**src/rtl/qspi_arb_pkg.sv**
```systemverilog
// Shared definitions for the quad_spi command arbiter: opcodes, FSM states,
// owner encoding and the opcode-to-command-pulse decode.
package qspi_arb_pkg;

  localparam logic [7:0] OP_CHIP_ID = 8'h04;
  localparam logic [7:0] OP_EN4B    = 8'h08;
  localparam logic [7:0] OP_PROG    = 8'h01;
  localparam logic [7:0] OP_SERASE  = 8'h02;
  localparam logic [7:0] OP_READ    = 8'h20;

  localparam int CMD_READ    = 0;
  localparam int CMD_CHIP_ID = 1;
  localparam int CMD_EN4B    = 2;
  localparam int CMD_PROG    = 3;
  localparam int CMD_SERASE  = 4;

  typedef enum logic [2:0] {
    ST_IDLE,
    ST_ISSUE,
    ST_WAIT_RISE,
    ST_WAIT_FALL,
    ST_DONE
  } arb_state_e;

  typedef enum logic {
    OWNER_HOST = 1'b0,
    OWNER_TAB  = 1'b1
  } owner_e;

  // One-hot command vector for an opcode; all-zero marks an unsupported opcode.
  function automatic logic [4:0] op_to_cmd(input logic [7:0] op);
    logic [4:0] cmd;
    cmd = '0;
    case (op)
      OP_READ:    cmd[CMD_READ]    = 1'b1;
      OP_CHIP_ID: cmd[CMD_CHIP_ID] = 1'b1;
      OP_EN4B:    cmd[CMD_EN4B]    = 1'b1;
      OP_PROG:    cmd[CMD_PROG]    = 1'b1;
      OP_SERASE:  cmd[CMD_SERASE]  = 1'b1;
      default:    cmd = '0;
    endcase
    return cmd;
  endfunction

endpackage

```
**src/rtl/qspi_de_window.sv**
```systemverilog
// Page-program data window: spi_flash_de rises the cycle after data_en and
// stays high for exactly DE_LEN cycles unless cleared earlier.
module qspi_de_window
  import qspi_arb_pkg::*;
#(
  parameter int DE_LEN = 514
) (
  input  logic clk,
  input  logic rst,
  input  logic arm,
  input  logic data_en,
  input  logic clear,
  output logic de
);

  localparam logic [15:0] DE_LAST = 16'(DE_LEN - 1);

  logic        de_q, de_d;
  logic [15:0] cnt_q, cnt_d;

  always_comb begin
    de_d  = de_q;
    cnt_d = cnt_q;
    if (clear || !arm) begin
      de_d  = 1'b0;
      cnt_d = '0;
    end else if (de_q) begin
      if (cnt_q == DE_LAST) de_d = 1'b0;
      else                  cnt_d = cnt_q + 16'd1;
    end else if (data_en) begin
      de_d  = 1'b1;
      cnt_d = '0;
    end
  end

  always_ff @(posedge clk) begin
    if (!rst) begin
      de_q  <= 1'b0;
      cnt_q <= '0;
    end else begin
      de_q  <= de_d;
      cnt_q <= cnt_d;
    end
  end

  assign de = de_q;

endmodule

```
**src/rtl/qspi_cmd_arbiter.sv**
```systemverilog
// Shares quad_spi between the host command port and the NOR-table loader.
// Optional busy watchdog in WAIT_FALL: define QSPI_ARB_TIMEOUT_EN (adds TIMEOUT).
module qspi_cmd_arbiter
  import qspi_arb_pkg::*;
#(
`ifdef QSPI_ARB_TIMEOUT_EN
  parameter int TIMEOUT       = (1 << 24) - 1,
`endif
  parameter int DE_LEN        = 514,
  parameter int BUSY_WAIT     = 64,
  parameter int MAX_TAB_BURST = 4
) (
  input  logic        clk,
  input  logic        rst,
  input  logic        host_req,
  input  logic [7:0]  host_op,
  input  logic [23:0] host_addr,
  output logic        host_ack,
  output logic        host_done,
  output logic        host_err,
  input  logic        tab_req,
  input  logic [23:0] tab_addr,
  output logic        tab_ack,
  output logic        tab_done,
  output logic        spi_read_puls,
  output logic        spi_chip_id_read_puls,
  output logic        spi_enter_byte_4_addr_puls,
  output logic        spi_page_prgm_4_byte_puls,
  output logic        spi_erase_4_sector_puls,
  output logic [23:0] spi_address,
  output logic        spi_flash_de,
  input  logic        spi_data_en,
  input  logic        spi_flash_busy,
  input  logic        spi_rd_valid,
  output logic        owner,
  output logic        arb_busy,
  output logic [15:0] rd_byte_cnt
);

  localparam logic [7:0]  BURST_MAX = 8'(MAX_TAB_BURST);
  localparam logic [15:0] RISE_LAST = 16'(BUSY_WAIT - 1);

  arb_state_e  state_q, state_d;
  owner_e      owner_q, owner_d;
  logic [7:0]  op_q, op_d;
  logic [23:0] addr_q, addr_d;
  logic        err_q, err_d;
  logic [7:0]  burst_q, burst_d;
  logic [15:0] wait_q, wait_d;
  logic [15:0] rd_cnt_q, rd_cnt_d;
  logic [4:0]  cmd_q, cmd_d;
  logic        host_ack_q, host_ack_d, tab_ack_q, tab_ack_d;
  logic        host_done_q, host_done_d, host_err_q, host_err_d;
  logic        tab_done_q, tab_done_d;
  logic        de_arm;
`ifdef QSPI_ARB_TIMEOUT_EN
  localparam logic [23:0] TO_LAST = 24'(TIMEOUT - 1);
  logic [23:0] wd_q, wd_d;
`endif

  always_comb begin
    state_d     = state_q;
    owner_d     = owner_q;
    op_d        = op_q;
    addr_d      = addr_q;
    err_d       = err_q;
    burst_d     = burst_q;
    wait_d      = wait_q;
    rd_cnt_d    = rd_cnt_q;
    cmd_d       = '0;
    host_ack_d  = 1'b0;
    tab_ack_d   = 1'b0;
    host_done_d = 1'b0;
    host_err_d  = 1'b0;
    tab_done_d  = 1'b0;
`ifdef QSPI_ARB_TIMEOUT_EN
    wd_d        = wd_q;
`endif
    case (state_q)
      ST_IDLE: begin
        err_d = 1'b0;
        // Table wins unless the host has already waited out a full burst.
        if (tab_req && !(host_req && burst_q >= BURST_MAX)) begin
          state_d   = ST_ISSUE;
          owner_d   = OWNER_TAB;
          op_d      = OP_READ;
          addr_d    = tab_addr;
          tab_ack_d = 1'b1;
          if (host_req) burst_d = burst_q + 8'd1;
        end else if (host_req) begin
          state_d    = ST_ISSUE;
          owner_d    = OWNER_HOST;
          op_d       = host_op;
          addr_d     = host_addr;
          host_ack_d = 1'b1;
          burst_d    = '0;
        end
      end
      ST_ISSUE: begin
        wait_d   = '0;
        rd_cnt_d = '0;
`ifdef QSPI_ARB_TIMEOUT_EN
        wd_d     = '0;
`endif
        if (op_to_cmd(op_q) == 5'b0) begin
          err_d   = 1'b1;
          state_d = ST_DONE;
        end else begin
          cmd_d   = op_to_cmd(op_q);
          state_d = ST_WAIT_RISE;
        end
      end
      ST_WAIT_RISE: begin
        if (spi_flash_busy) begin
          state_d = ST_WAIT_FALL;
        end else if (wait_q == RISE_LAST) begin
          err_d   = 1'b1;
          state_d = ST_DONE;
        end else begin
          wait_d = wait_q + 16'd1;
        end
      end
      ST_WAIT_FALL: begin
        if (spi_rd_valid && rd_cnt_q != 16'hFFFF) rd_cnt_d = rd_cnt_q + 16'd1;
        if (!spi_flash_busy) begin
          state_d = ST_DONE;
        end
`ifdef QSPI_ARB_TIMEOUT_EN
        else if (wd_q == TO_LAST) begin
          err_d   = 1'b1;
          state_d = ST_DONE;
        end else begin
          wd_d = wd_q + 24'd1;
        end
`endif
      end
      ST_DONE: begin
        host_done_d = (owner_q == OWNER_HOST);
        host_err_d  = (owner_q == OWNER_HOST) && err_q;
        tab_done_d  = (owner_q == OWNER_TAB);
        state_d     = ST_IDLE;
      end
      default: state_d = ST_IDLE;
    endcase
  end

  always_ff @(posedge clk) begin
    if (!rst) begin
      state_q     <= ST_IDLE;
      owner_q     <= OWNER_HOST;
      op_q        <= '0;
      addr_q      <= '0;
      err_q       <= 1'b0;
      burst_q     <= '0;
      wait_q      <= '0;
      rd_cnt_q    <= '0;
      cmd_q       <= '0;
      host_ack_q  <= 1'b0;
      tab_ack_q   <= 1'b0;
      host_done_q <= 1'b0;
      host_err_q  <= 1'b0;
      tab_done_q  <= 1'b0;
`ifdef QSPI_ARB_TIMEOUT_EN
      wd_q        <= '0;
`endif
    end else begin
      state_q     <= state_d;
      owner_q     <= owner_d;
      op_q        <= op_d;
      addr_q      <= addr_d;
      err_q       <= err_d;
      burst_q     <= burst_d;
      wait_q      <= wait_d;
      rd_cnt_q    <= rd_cnt_d;
      cmd_q       <= cmd_d;
      host_ack_q  <= host_ack_d;
      tab_ack_q   <= tab_ack_d;
      host_done_q <= host_done_d;
      host_err_q  <= host_err_d;
      tab_done_q  <= tab_done_d;
`ifdef QSPI_ARB_TIMEOUT_EN
      wd_q        <= wd_d;
`endif
    end
  end

  // The window only exists while a host page program is in flight.
  assign de_arm = (state_q == ST_WAIT_RISE || state_q == ST_WAIT_FALL) &&
                  owner_q == OWNER_HOST && op_q == OP_PROG;

  qspi_de_window #(.DE_LEN(DE_LEN)) u_de_window (
    .clk     (clk),
    .rst     (rst),
    .arm     (de_arm),
    .data_en (spi_data_en),
    .clear   (state_d == ST_DONE),
    .de      (spi_flash_de)
  );

  assign host_ack                   = host_ack_q;
  assign host_done                  = host_done_q;
  assign host_err                   = host_err_q;
  assign tab_ack                    = tab_ack_q;
  assign tab_done                   = tab_done_q;
  assign spi_read_puls              = cmd_q[CMD_READ];
  assign spi_chip_id_read_puls      = cmd_q[CMD_CHIP_ID];
  assign spi_enter_byte_4_addr_puls = cmd_q[CMD_EN4B];
  assign spi_page_prgm_4_byte_puls  = cmd_q[CMD_PROG];
  assign spi_erase_4_sector_puls    = cmd_q[CMD_SERASE];
  assign spi_address                = addr_q;
  assign owner                      = owner_q;
  assign arb_busy                   = (state_q != ST_IDLE);
  assign rd_byte_cnt                = rd_cnt_q;

endmodule

```
**config.mk**
```make
export PLATFORM = sky130hd
export DESIGN_NAME = qspi_cmd_arbiter
export DESIGN_NICKNAME = d
export VERILOG_FILES = /design/src/rtl/qspi_arb_pkg.sv /design/src/rtl/qspi_de_window.sv /design/src/rtl/qspi_cmd_arbiter.sv
export SDC_FILE = /design/constraint.sdc
export NUM_CORES = 1
export LEC_CHECK = 0
export ABC_AREA = 1
export CORE_ASPECT_RATIO = 2
export CORE_MARGIN = 4
export CORE_UTILIZATION = 35
export CTS_CLUSTER_DIAMETER = 100
export DETAILED_ROUTE_END_ITERATION = 6
export PLACE_DENSITY_LB_ADDON = 0.08
export SYNTH_ARGS = -nofsm -noshare
export SYNTH_HDL_FRONTEND = slang
export SYNTH_HIERARCHICAL = 1
export SYNTH_SLANG_ARGS = --single-unit
```
**constraint.sdc**
```tcl
create_clock -name clk -period 2.5 [get_ports clk]
set_clock_uncertainty 0.2 [all_clocks]
set_input_delay 0.375 -clock clk [delete_from_list [all_inputs] [get_ports clk]]
set_output_delay 0.375 -clock clk [all_outputs]
set_load 0.02 [all_outputs]
```
; ---- Word-level counts from Yosys, hierarchy flattened
; Cells that the tools add are included.
[word_totals]
register_bits = 104
output_inout_bits = 53
word_cells = 116
[classes]
addsub = 4
order_cmp = 1
n_eq_ne = 19
n_mux = 43
bitwise_logic = 4
reduce_logical = 29
[ops]
columns = cell, n
row1 = 16-bit 2-to-1 mux, 6
row2 = 16-bit one-hot mux with 2 select lines, 2
row3 = "16-bit by 1-bit adder with 16-bit output, second input constant", 3
row4 = 24-bit 2-to-1 mux, 2
row5 = 8-bit 2-to-1 mux, 5
row6 = 1-bit 2-to-1 mux, 20
row7 = 3-bit 2-to-1 mux, 6
row8 = "16-bit by 10-bit equality test with 1-bit output, second input constant", 1
row9 = "16-bit by 6-bit equality test with 1-bit output, second input constant", 1
row10 = "16-bit != test, second input constant", 1
row11 = "2-bit != test, second input constant", 6
row12 = 3-bit one-hot mux with 4 select lines, 1
row13 = 2-bit AND reduction, 6
row14 = "8-bit by 1-bit adder with 8-bit output, second input constant", 1
row15 = "8-bit by 1-bit equality test with 1-bit output, second input constant", 1
row16 = "8-bit by 2-bit equality test with 1-bit output, second input constant", 1
row17 = "8-bit by 3-bit equality test with 1-bit output, second input constant", 1
row18 = "8-bit by 4-bit equality test with 1-bit output, second input constant", 1
row19 = "8-bit by 6-bit equality test with 1-bit output, second input constant", 1
row20 = "8-bit by 3-bit >= comparator with 1-bit output, second input constant", 1
row21 = 2-bit nonzero test, 4
row22 = "3-bit by 2-bit equality test with 1-bit output, second input constant", 2
row23 = "3-bit equality test, second input constant", 2
row24 = 1-bit logical AND, 6
row25 = other kinds (12), 19

; ---- Logic depth before layout (Yosys ltp)
; Gate-level depths: netlist of the first run.
[logic_depth]
word_depth = 9
mapped_depth = 13

; ---- Hierarchy
; The synthesis of the first run kept the hierarchy.
[modules_own_cells]
columns = module, n_inst, cells_each, area_each_um2, seq_area_each_um2
row1 = qspi_cmd_arbiter, 1, 649, 4420.5, 1741.7
row2 = qspi_de_window, 1, 176, 1154.9, 340.3

; ---- Worst setup path before layout of the first run
; No wires, ideal clock.
[synth_path]
kind = register -> register
from = reg wait_q[0]
to = reg u_de_window.cnt_q[13]
setup_time_ps = 138
t_arrival_ps = 1784
required_time_ps = 2162
slack_ps = 377
stages_incl_launch_ff = 12
path_buffers = 1
synth_period_minus_slack_ps = 2123
cell_sequence = dfxtp_1 -> ha_1 -> nand2_2 -> nor3_2 -> nand3_1 -> o21ai_0 -> nand2_1 -> nand2_1 -> nor2_1 -> inv_1 -> clkbuf_1 -> a21oi_1
[synth_via]
elab_chain_len = 7
[synth_rtl]
columns = item, line_no
row1 = from (decl), qspi_cmd_arbiter.sv:49  ; logic [15:0] wait_q, wait_d;
row2 = from (signal assigned), qspi_cmd_arbiter.sv:173  ; wait_q <= wait_d;
row3 = 16-bit by 6-bit equality test with 1-bit output, qspi_cmd_arbiter.sv:116  ; end else if (wait_q == RISE_LAST) begin
row4 = 3-bit 2-to-1 mux, qspi_cmd_arbiter.sv:116
row5 = 3-bit 2-to-1 mux, qspi_cmd_arbiter.sv:114  ; if (spi_flash_busy) begin
row6 = 3-bit one-hot mux with 4 select lines, qspi_cmd_arbiter.sv:79  ; case (state_q)
row7 = 3-bit equality test, qspi_cmd_arbiter.sv:196  ; .clear (state_d == ST_DONE),
row8 = 1-bit logical OR, qspi_de_window.sv:24  ; if (clear || !arm) begin
row9 = 2-bit OR reduction (no line), --
row10 = to (signal assigned), qspi_de_window.sv:42  ; cnt_q <= cnt_d;
row11 = to (decl), qspi_de_window.sv:19  ; logic [15:0] cnt_q, cnt_d;
; Every way passes these cells.
; A chain may end at the register's enable or synchronous reset.

; ---- Worst setup path after layout of the first run
[layout_path]
from = reg state_q[1]
to = out arb_busy
[layout_via]
elab_chain_len = 1
[layout_rtl]
columns = item, line_no
row1 = from (decl), qspi_cmd_arbiter.sv:43  ; arb_state_e state_q, state_d;
row2 = from (signal assigned), qspi_cmd_arbiter.sv:167  ; state_q <= state_d;
row3 = 3-bit nonzero test, qspi_cmd_arbiter.sv:212  ; assign arb_busy = (state_q != ST_IDLE);
row4 = to (decl), qspi_cmd_arbiter.sv:36  ; output logic arb_busy,
; Every way passes these cells.

==> flow_summary_export.csv, run 1 <==
group,metric,value,unit
status,status,"completed",
timing,report.final.hold_viol_count,0,
min_path,hold_depth,2,
grt,number_of_antenna_violations_at_the_first_check_in_global_routing,0,
cts,post_cts_resize_count,0,
cts,cts.sinks,104,
grt,first_pass_grt_wire_length,26600,um
critical_path,setup.worst_path.start_class,"register",
critical_path,crit_path_end_kind,"output port",
critical_path,crit-reg2reg-launch,"wait_q[0]$_SDFFE_PN0P_",
route,final_antenna_net_count,0,
timing,fmax,0.431,GHz
timing,timing.final.max_slew_violations,0,
route,drt-vias-per-instance,4.82,
min_path,hold-path-endpoint,"burst_q[5]$_SDFFE_PN0P_",
critical_path,timing_worst_setup_path_type,"reg -> out",
synthesis,synth_edf_count,0,
final_layout,insertedDiodeCount,0,
timing,post-route-period-util,92.9,%
synthesis,synth.lib_cells_used.distinct,39,
synthesis,seq_area_frac_synth,37.3,%
cts,cts_buffers,9,
die,rows,65,
cts,clk_pin_slew_worst_paths,80,ps
synthesis,synth.ff_latch_count,104,
cts,cts-hold-fix-buffers,0,
min_path,hold_class,"reg -> reg",
synthesis,syn-mean-instance-area,6.76,um2
pwr,power_per_cell_area,606,mW/mm2
synthesis,post_synth_inst_count,825,
final_layout,synthToLayoutAreaGrowth,29.6,%
final_layout,layout.core_utilization,46.0,%
synthesis,post_synth_instance_area,0.00558,mm2
timing,final.setup.worst_slack,177,ps
timing,setup_total_negative_slack,0,ps
critical_path,timing.critical_path.arrival,1750,ps
pwr,power.ir.vdd_worst,0.350,mV
die,die_area,0.0181,mm2
cts,cts_setup_buffers,0,
min_path,hp-start,"burst_q[5]$_SDFFE_PN0P_",
critical_path,path_cells,"inv_1 > nand2_2 > clkdlybuf4s50_1",
die,die_height,186,um
cts,clock_tree.root_cell,"sky130_fd_sc_hd__clkbuf_16",
placed_design,gpl.final_weighted_congestion,0.827,
synthesis,synthesized_nets,894,
pwr,pwr-share-seq,42.6,%
final_layout,layout.nets,1007,
pwr,power.internal,2.97,mW
critical_path,slowest_delay,650,ps
die,start_util,35.5,%
die,die_w,97.2,um
placed_design,placedCellCount,1128,
route,drt-initial-drc-count,158,
pwr,total_switching_power,1.41,mW
cts,clock_tree.buffer_depth,2,
route,drt_pass1_iterations,4,
timing,worst_slew_margin_rel,57.1,%
pwr,power.share.switching,32.3,%
critical_path,worst-path-buf-inv,2,
synthesis,synth_ff_type,"sky130_fd_sc_hd__dfxtp_1",
final_layout,final-instance-count-excl-fill,1144,
final_layout,post_route_cells_drive_above_1_share,8.17,%
pwr,pwr-share-comb,25.4,%
critical_path,capture_instance_of_the_worst_register_to_register_path,"u_de_window/cnt_q[11]$_SDFFE_PP0P_",
placed_design,dpl_worst_slack,336,ps
grt,first_global_vias,5460,
cts,htree_num_levels,3,
route,routedWlPerCell,14.0,um
timing,finalHoldWorstSlack,243,ps
cts,worst_skew_pair.late_latency,350,ps
final_layout,layout.filler_cells,1665,
critical_path,crit_slowest_cell,"sky130_fd_sc_hd__clkdlybuf4s50_1",
timing,grt_setup_unrepaired,"false",
route,drc,0,
critical_path,timing.critical_path.fanout_max,5,
grt,largest_net_degree_at_the_start_of_global_routing,33,
grt,grt_use_total,18.0,%
route,routed_wirelength,16000,um
synthesis,synth.yosys.warnings,6,
critical_path,reg2reg_slack,340,ps
critical_path,critical_path_required,1920,ps
job,drv.max_cap_violation_count,0,
placed_design,port_buffers,115,
critical_path,timing.reg2reg.worst_path_depth,11,
timing,finalSetupViolations,0,
cts,tritoncts,"yes",
critical_path,critical_path.startpoint,"state_q[1]$_SDFF_PN0_",
pwr,leakagePower,2.84,nW
timing,fin_crit_period,2320,ps
route,num_vias,5511,
pwr,power_share_of_the_clock_group,32.0,%
critical_path,worst_path_dominant_cell_family,"buffers and inverters",
placed_design,dpl.hpwl,12500,um
synthesis,synth-async-reset-ratio,0,%
die,core-area,0.0157,mm2
die,ports,116,
timing,actual_transition_at_the_worst_max_transition_pin,642,ps
grt,grt.overflow.total,0,
-- metal layers --
layer  part of all wire [%]  global-route usage (%)  vias up
met5                      0                       0        -
met4                    2.3                    5.71        0
met3                    5.1                    4.90       22
met2                     57                    36.6      109
met1                     36                    16.7     2487
li1                       -                       -     2893
-- layout by cell type, fill, tap and decap left out, types with 2 or more instances in the layout --
| cell | netlist | routed |
|---|---|---|
| sky130_fd_sc_hd__a21oi_1 | 48 | 48 |
| sky130_fd_sc_hd__clkdlybuf4s50_1 | 0 | 115 |
| sky130_fd_sc_hd__or2_2 | 2 | 2 |
| sky130_fd_sc_hd__nand2_2 | 5 | 5 |
| sky130_fd_sc_hd__o211ai_1 | 24 | 24 |
| sky130_fd_sc_hd__xor2_1 | 10 | 10 |
| sky130_fd_sc_hd__dfxtp_1 | 104 | 104 |
| sky130_fd_sc_hd__o21bai_1 | 2 | 2 |
| sky130_fd_sc_hd__o21a_1 | 3 | 3 |
| sky130_fd_sc_hd__nor2_4 | 3 | 3 |
| sky130_fd_sc_hd__inv_2 | 5 | 5 |
| sky130_fd_sc_hd__buf_4 | 5 | 16 |
| sky130_fd_sc_hd__clkbuf_16 | 0 | 9 |
| sky130_fd_sc_hd__nor2_2 | 4 | 4 |
| sky130_fd_sc_hd__nand2_1 | 188 | 188 |
| sky130_fd_sc_hd__nand3_2 | 9 | 9 |
| sky130_fd_sc_hd__nand3_1 | 119 | 119 |
| sky130_fd_sc_hd__inv_8 | 0 | 2 |
| sky130_fd_sc_hd__nand3b_1 | 2 | 2 |
| sky130_fd_sc_hd__inv_1 | 96 | 96 |
| sky130_fd_sc_hd__nand2_4 | 3 | 3 |
| sky130_fd_sc_hd__nor3_2 | 4 | 4 |
| sky130_fd_sc_hd__nor2_1 | 113 | 113 |
| sky130_fd_sc_hd__a21oi_2 | 5 | 5 |
| sky130_fd_sc_hd__nor3_1 | 5 | 5 |
| sky130_fd_sc_hd__ha_1 | 6 | 6 |
| sky130_fd_sc_hd__o21ai_0 | 12 | 12 |
| sky130_fd_sc_hd__nand4_1 | 13 | 13 |
| sky130_fd_sc_hd__clkinvlp_4 | 0 | 2 |
| sky130_fd_sc_hd__o21ai_1 | 2 | 2 |
-- power by group through the flow --
stage	logic, mW	clock network (mW)	registers, mW
final	1.11	1.40	1.86
after global routing	1.24	1.52	1.88
after CTS	1.13	1.46	1.87
after detailed placement	1.13	0	1.90
after global placement	1.13	0	1.90
after floorplan	0.575	0	2.00
-- metrics by stage --
stage	power, mW	area, um2
after floorplan	2.58	5580
after global placement	3.03	6930
after detailed placement	3.03	6930
after CTS	4.46	7220
after global routing	4.64	7220
final	4.38	7220
-- synthesized netlist by cell type, types with 5 or more instances --
cell type	number	area, um2
sky130_fd_sc_hd__a21oi_2	5	43.8
sky130_fd_sc_hd__buf_4	5	37.5
sky130_fd_sc_hd__ha_1	6	75.1
sky130_fd_sc_hd__inv_1	96	360
sky130_fd_sc_hd__nand3_2	9	90.1
sky130_fd_sc_hd__inv_2	5	18.8
sky130_fd_sc_hd__nand3_1	119	596
sky130_fd_sc_hd__nand2_1	188	706
sky130_fd_sc_hd__a21oi_1	48	240
sky130_fd_sc_hd__buf_2	8	40.0
sky130_fd_sc_hd__o21ai_0	12	60.1
sky130_fd_sc_hd__nor2_1	113	424
sky130_fd_sc_hd__nand2_2	5	31.3
sky130_fd_sc_hd__nand4_1	13	81.3
sky130_fd_sc_hd__nor3_1	5	25.0
sky130_fd_sc_hd__dfxtp_1	104	2080
sky130_fd_sc_hd__xor2_1	10	87.6
sky130_fd_sc_hd__clkbuf_1	13	48.8
sky130_fd_sc_hd__o211ai_1	24	180
-- state kept, by name (all words and copies together), names as in the netlist --
name and cells:
burst_q 8, tab_done 1, op_q 8, u_de_window/cnt_q 16
host_ack 1, host_err 1, err_q 1, u_de_window/de 1
state_q 3, owner 1, rd_byte_cnt 16, tab_ack 1
cmd_q 5, host_done 1, spi_address 24, wait_q 16
-- cell families (layout without fill, tap and decap cells) --
logic type | count (synthesis) | after routing | synth area share, %
buffers and inverters | 132 | 250 | 10.3
flip-flops | 104 | 104 | 37.3
AND/OR/NAND/NOR | 475 | 475 | 38.8
adder cells (fa/ha/maj) | 6 | 6 | 1.35
XOR/XNOR | 10 | 10 | 1.57
AO/OA/AOI/OAI | 98 | 98 | 10.7
-- worst max path at each step --
stage	end	slack, ps	depth (start not counted)
finish	arb_busy	180	3
global route	arb_busy	60	3
CTS	arb_busy	150	3
detailed placement	u_de_window/cnt_q[13]$_SDFFE_PP0P_	340	11
global placement	u_de_window/cnt_q[8]$_SDFFE_PP0P_	340	11
floorplan	u_de_window/cnt_q[13]$_SDFFE_PP0P_	380	11
-- area by class of cell --
type | count | area, um2 | area share [%]
repair buffers | 132 | 1290 | 17.9
clock inverters | 6 | 51.3 | 0.710
inverters | 102 | 388 | 5.37
flip-flops and latches | 104 | 2080 | 28.8
multi-input cells | 589 | 2920 | 40.4
well taps | 201 | 251 | 3.48
clock buffers | 10 | 239 | 3.31
-- worst reg2reg max path, stage by stage (launching register included) --
cell and delay (ps):
sky130_fd_sc_hd__dfxtp_1 370, sky130_fd_sc_hd__ha_1 200, sky130_fd_sc_hd__nand2_2 100, sky130_fd_sc_hd__nor3_2 240
sky130_fd_sc_hd__nand3_1 110, sky130_fd_sc_hd__o21ai_0 150, sky130_fd_sc_hd__nand2_1 80, sky130_fd_sc_hd__nand2_1 70
sky130_fd_sc_hd__nor2_1 50, sky130_fd_sc_hd__inv_1 220, sky130_fd_sc_hd__buf_4 210, sky130_fd_sc_hd__a21oi_1 50
Note: power is estimated with default switching activity, not from simulation.
==> run 2, diff against run 1 <==
- CORE_MARGIN: 4 -> 2
- SETUP_SLACK_MARGIN: not set -> 0.15
==> flow_summary_export.csv, run 2 (synthesized netlist as in run 1, its figures left out) <==
group,metric,value,unit
status,status,"completed",
critical_path,timing.critical_path.fanout_max,7,
cts,cts_setup_buffers,0,
route,drt_pass1_iterations,4,
timing,finalSetupViolations,0,
critical_path,timing_worst_setup_path_type,"reg -> reg",
critical_path,critical_path_required,2520,ps
cts,cts.sinks,104,
die,core-area,0.0157,mm2
placed_design,gpl.final_weighted_congestion,0.797,
critical_path,crit_path_frequent_cell,"sky130_fd_sc_hd__nand2_1",
final_layout,insertedDiodeCount,0,
pwr,total_power,4.42,mW
route,drt-vias-per-instance,4.84,
cts,htree_num_levels,3,
cts,clock_tree.root_cell,"sky130_fd_sc_hd__clkbuf_16",
final_layout,synthToLayoutAreaGrowth,31.1,%
pwr,power.ir.vdd_worst,0.310,mV
cts,cts_buffers,9,
timing,setup_total_negative_slack,0,ps
critical_path,timing.reg2reg.worst_path_depth,11,
route,drc,0,
timing,worst_slew_margin_rel,57.6,%
grt,grt.overflow.total,0,
timing,fin_crit_period,2100,ps
critical_path,crit_path_end_kind,"register",
placed_design,port_buffers,115,
min_path,hold_class,"reg -> reg",
final_layout,layout.core_utilization,46.6,%
timing,report.final.hold_viol_count,0,
placed_design,dpl_worst_slack,50.1,ps
route,final_antenna_net_count,0,
critical_path,reg2reg_slack,400,ps
grt,first_pass_grt_wire_length,26500,um
die,ports,116,
timing,post-route-period-util,84.0,%
route,routed_wirelength,15800,um
critical_path,timing.critical_path.arrival,2120,ps
route,routedWlPerCell,13.7,um
cts,tritoncts,"yes",
cts,clk_pin_slew_worst_paths,70,ps
critical_path,crit_slowest_cell,"sky130_fd_sc_hd__dfxtp_1",
timing,fmax,0.476,GHz
die,die_height,182,um
pwr,power_share_of_the_clock_group,32.6,%
job,drv.max_cap_violation_count,0,
pwr,power.internal,3.06,mW
route,num_vias,5570,
grt,grt_use_total,19.6,%
timing,final.setup.worst_slack,399,ps
cts,worst_skew_pair.late_latency,360,ps
die,rows,65,
die,die_area,0.0170,mm2
timing,actual_transition_at_the_worst_max_transition_pin,635,ps
min_path,hold_depth,2,
critical_path,path_cells,"ha_1 > nand2_2 > nor3_4 > nand3_1 > o21ai_0 > nand2_1 > nand2_1 > nor2_2 > inv_4 > buf_4 > a21oi_1",
final_layout,layout.cells.most_common_list,"sky130_fd_sc_hd__nand2_1, sky130_fd_sc_hd__nand3_1, sky130_fd_sc_hd__clkdlybuf4s50_1, sky130_fd_sc_hd__nor2_1, sky130_fd_sc_hd__dfxtp_1",
pwr,pwr-share-comb,25.2,%
placed_design,dpl.hpwl,12500,um
pwr,leakagePower,2.90,nW
pwr,pwr-share-seq,42.2,%
cts,clock_tree.buffer_depth,2,
critical_path,setup.worst_path.start_class,"register",
die,start_util,35.5,%
final_layout,post_route_cells_drive_above_1_share,9.05,%
grt,first_global_vias,5729,
route,drt-initial-drc-count,198,
grt,number_of_antenna_violations_at_the_first_check_in_global_routing,0,
final_layout,layout.cells.most_common,"sky130_fd_sc_hd__nand2_1",
pwr,power_per_cell_area,605,mW/mm2
pwr,power.share.switching,30.8,%
timing,grt_setup_unrepaired,"false",
critical_path,slowest_delay,380,ps
timing,timing.final.max_slew_violations,0,
pwr,total_switching_power,1.36,mW
final_layout,layout.nets,1014,
grt,largest_net_degree_at_the_start_of_global_routing,32,
final_layout,largest_register_ffs,24,
die,die_w,93.2,um
-- run 2: changes by cell type in the layout (fill, tap and decap cells not counted), moves of 2 or more --
cell                       previous run  this run
sky130_fd_sc_hd__inv_8                2         0
sky130_fd_sc_hd__clkbuf_1             0         2
sky130_fd_sc_hd__buf_4               16        23
sky130_fd_sc_hd__nor2_2               4         6
sky130_fd_sc_hd__nor2_1             113       111
-- run 2: power groups by stage --
stage          clock [mW]  sequential [mW]  combinational, mW
2_1_floorplan           0             2.00              0.575
3_3_place_gp            0             1.90               1.13
3_5_place_dp            0             1.90               1.13
4_1_cts              1.50             1.87               1.13
5_1_grt              1.56             1.88               1.23
6_report             1.44             1.86               1.11
-- run 2: stage by stage --
step	area, um2	cells	hold WS, ps
6_report	7310	1151	238
5_1_grt	7310	1151	252
4_1_cts	7290	1151	241
3_5_place_dp	6990	1135	229
3_3_place_gp	6990	1135	226
2_1_floorplan	5580	825	219
-- run 2: worst paths after layout --
path,from,end
hold reg to reg,burst_q[7]$_SDFFE_PN0P_,burst_q[7]$_SDFFE_PN0P_
setup / recovery,wait_q[0]$_SDFFE_PN0P_,u_de_window/de$_SDFF_PP0_
hold / removal,burst_q[7]$_SDFFE_PN0P_,burst_q[7]$_SDFFE_PN0P_
setup reg to reg,wait_q[0]$_SDFFE_PN0P_,u_de_window/de$_SDFF_PP0_
-- run 2: area by class of cell --
type                       instances  area, um2
sequential                       104       2080
tap                              201        251
clock buffer                      12        246
clock inverter                     4       51.3
timing repair buffer             139       1350
multi-input combinational        589       2940
fill                            1628       8390
inverter                         102        390
-- run 2: per-layer routing --
metal,routed length [um],part of all wire [%],global-route usage (%),vias to the layer above
met3,743,4.7,4.67,22
li1,-,-,-,2908
met2,9280,59,39.9,115
met4,408,2.6,7.65,0
met1,5380,34,17.6,2525
met5,0,0,0,-
-- run 2: what timing repair did --
action	in CTS	in global routing
hold buffers	0	0
resized for setup	2	5
endpoints found under the setup margin	9	11
-- run 2: critical path, delay by kind of cell, from the launching register on --
kind	cells	cell delay, ps
AO/OA/AOI/OAI	2	180
buffers and inverters	2	250
flip-flops	1	380
adder cells (fa/ha/maj)	1	200
AND/OR/NAND/NOR	6	750
==> patch, RTL diff (config.mk and constraints of run 2) <==
Re-encode `arb_state_e` (5 states) as Gray code, 3 bits wide.
--- a/src/rtl/qspi_arb_pkg.sv
+++ b/src/rtl/qspi_arb_pkg.sv
@@ -15,11 +15,11 @@
   localparam int CMD_SERASE  = 4;
 
   typedef enum logic [2:0] {
-    ST_IDLE,
-    ST_ISSUE,
-    ST_WAIT_RISE,
-    ST_WAIT_FALL,
-    ST_DONE
+    ST_IDLE      = 3'b000,
+    ST_ISSUE     = 3'b001,
+    ST_WAIT_RISE = 3'b011,
+    ST_WAIT_FALL = 3'b010,
+    ST_DONE      = 3'b110
   } arb_state_e;
 
   typedef enum logic {
Behaviour: no difference found for any inputs over 10 cycles, from zero or initial values and one cycle with rst low; not proved beyond that.
==> patch against run 2 <==
Synthesized area rose by 2.6%. Sequential cell count did not move. Critical path type unchanged. Count of clock-buffer cells in the layout fell by 2. Final area rose by 0.68%. Routed wire length fell by 7.5%. Setup slack got worse by 0.051 ns. Largest cell class unchanged.
Power is not compared: it rests on default switching activity, and its combinational part moved more than twofold at a synthesized area within 25%.
==> patch: results (changes against run 2) <==
* Library cells used by synthesis at 37 (-5.1%)
* Outcome: finished, final reports clean
* Worst path max stage delay at 0.40 ns (+0.02 ns)
* Drt wl/cell at 12.3 um (-10%)
* Fillers at 1704 (+4.7%)
* Met2 Routed Length at 6740 um (-27%)
* Pre-Repair DR Iteration Count at 4 (unchanged)
* Top cells by count, synth: nand2_1, nor2_1, dfxtp_1
* Met1 wire length at 6770 um (+26%)
* Post-Syn Nets at 935 (+4.6%)
* GRT Total Usage at 17.1% (-2.5 points)
* Global Route met1 Usage at 21.8% (+4.1 points)
* First-pass GRT wire length at 24100 um (-9.0%)
* CP max FO at 20 (+13)
* Initial drt markers at 240 (+21%)
* Flop-to-flop setup slack at 0.35 ns (-0.05 ns)
* Vias/cell at 4.72 (-2.6%)
* Dpl cell area at 0.00705 mm2 (+0.91%)
* Worst-Margin Slew at 0.793 ns (+0.158 ns)
* Number of global-route vias before repair at 5128 (-10%)
* Met3 Use GR at 4.17% (-0.50 points)
* GR Util met2 at 28.3% (-12 points)
* Synth Area per Inst at 6.60 um2 (-2.3%)
* Met3 wire len at 916 um (+23%)
* Max Freq at 465 MHz (-2.4%)
* Nets at 1046 (+3.2%)
* Cts bufs inserted at 9 (unchanged)
* Largest net degree at the start of global routing at 40 (+25%)
* Seq/Total Area, Yosys at 36.4% (-0.93 points)
* Area contributors post-synth: dfxtp_1, nand2_1, nand3_1, nor2_1, inv_1
* Crit path DAT at 2.21 ns (+0.09 ns)
* Critical R2R Capture: rd_byte_cnt[4]
* CP Launch Point: rd_byte_cnt[0]
* Postcts setup bufs at 0 (unchanged)
* Layout cells sized above 1 at 8.86% (-0.19 points)
* Cells after DPL at 1170 (+3.1%)
* Final GP Congestion at 0.856 (+7.3%)
* Vias at 5592 (+0.39%)
* Dpl hpwl at 10700 um (-14%)
* Dpl ws at 0.0677 ns (+0.0177 ns)
* Worst VDD drop at 0.463 mV
* R2R depth at 10 (-1)
* Top routing layer in use: met4
-- patch: changes by cell type in the layout (fill, tap and decap cells not counted), sizes merged, moves of 2 or more --
cell	delta
a21oi	-2
buf	-11
clkbuf	-2
inv	+7
nand2	+55
nand3	-32
nand4	+6
nor2	+10
o211ai	-24
o21a	+22
o21ai	+2
o21bai	+5
xor2	-6
-- patch: kinds of logic after synthesis --
logic type	Yosys count	share of synthesized area, %
compound gates	101	11.3
xor+xnor	4	0.613
fa+ha+maj	6	1.31
simple gates	515	40.3
buf+inv	136	10.1
flops	104	36.4
-- patch: timing repair --
action                                  CTS  global route
endpoints found under the setup margin    2            10
hold buffers                              0             0
cloned                                    0             0
pin swaps                                 0             0
gates resized for setup                   1             3
-- patch: report_power, final --
group | total (uW) | internal, uW | switching, uW | leakage (uW)
Sequential | 2120 | 1940 | 182 | 0.000846
Combinational | 2440 | 961 | 1480 | 0.00197
Clock | 1450 | 783 | 663 | 0.000139
-- patch: area by class of cell --
type | instances | area share, %
multi-input cells | 626 | 41.7
flip-flops and latches | 104 | 28.3
repair buffers | 128 | 17.0
inverters | 108 | 5.51
well taps | 204 | 3.47
clock buffers | 10 | 3.11
clock inverters | 6 | 0.918
-- patch: worst min-delay path by stage --
stage	startpoint	end	slack [ns]	depth (start not counted)
after floorplan	burst_q[5]	burst_q[5]	0.22	2
after global placement	burst_q[7]	burst_q[7]	0.23	2
after detailed placement	burst_q[5]	burst_q[5]	0.23	2
after CTS	burst_q[5]	burst_q[5]	0.24	2
after global routing	burst_q[7]	burst_q[7]	0.25	2
final	burst_q[5]	burst_q[5]	0.24	2
-- patch: tightest hold or removal path: cells and delay by family (launching register included) --
kind	cells	cell delay [ns]
flops	1	0.31
simple gates	2	0.09
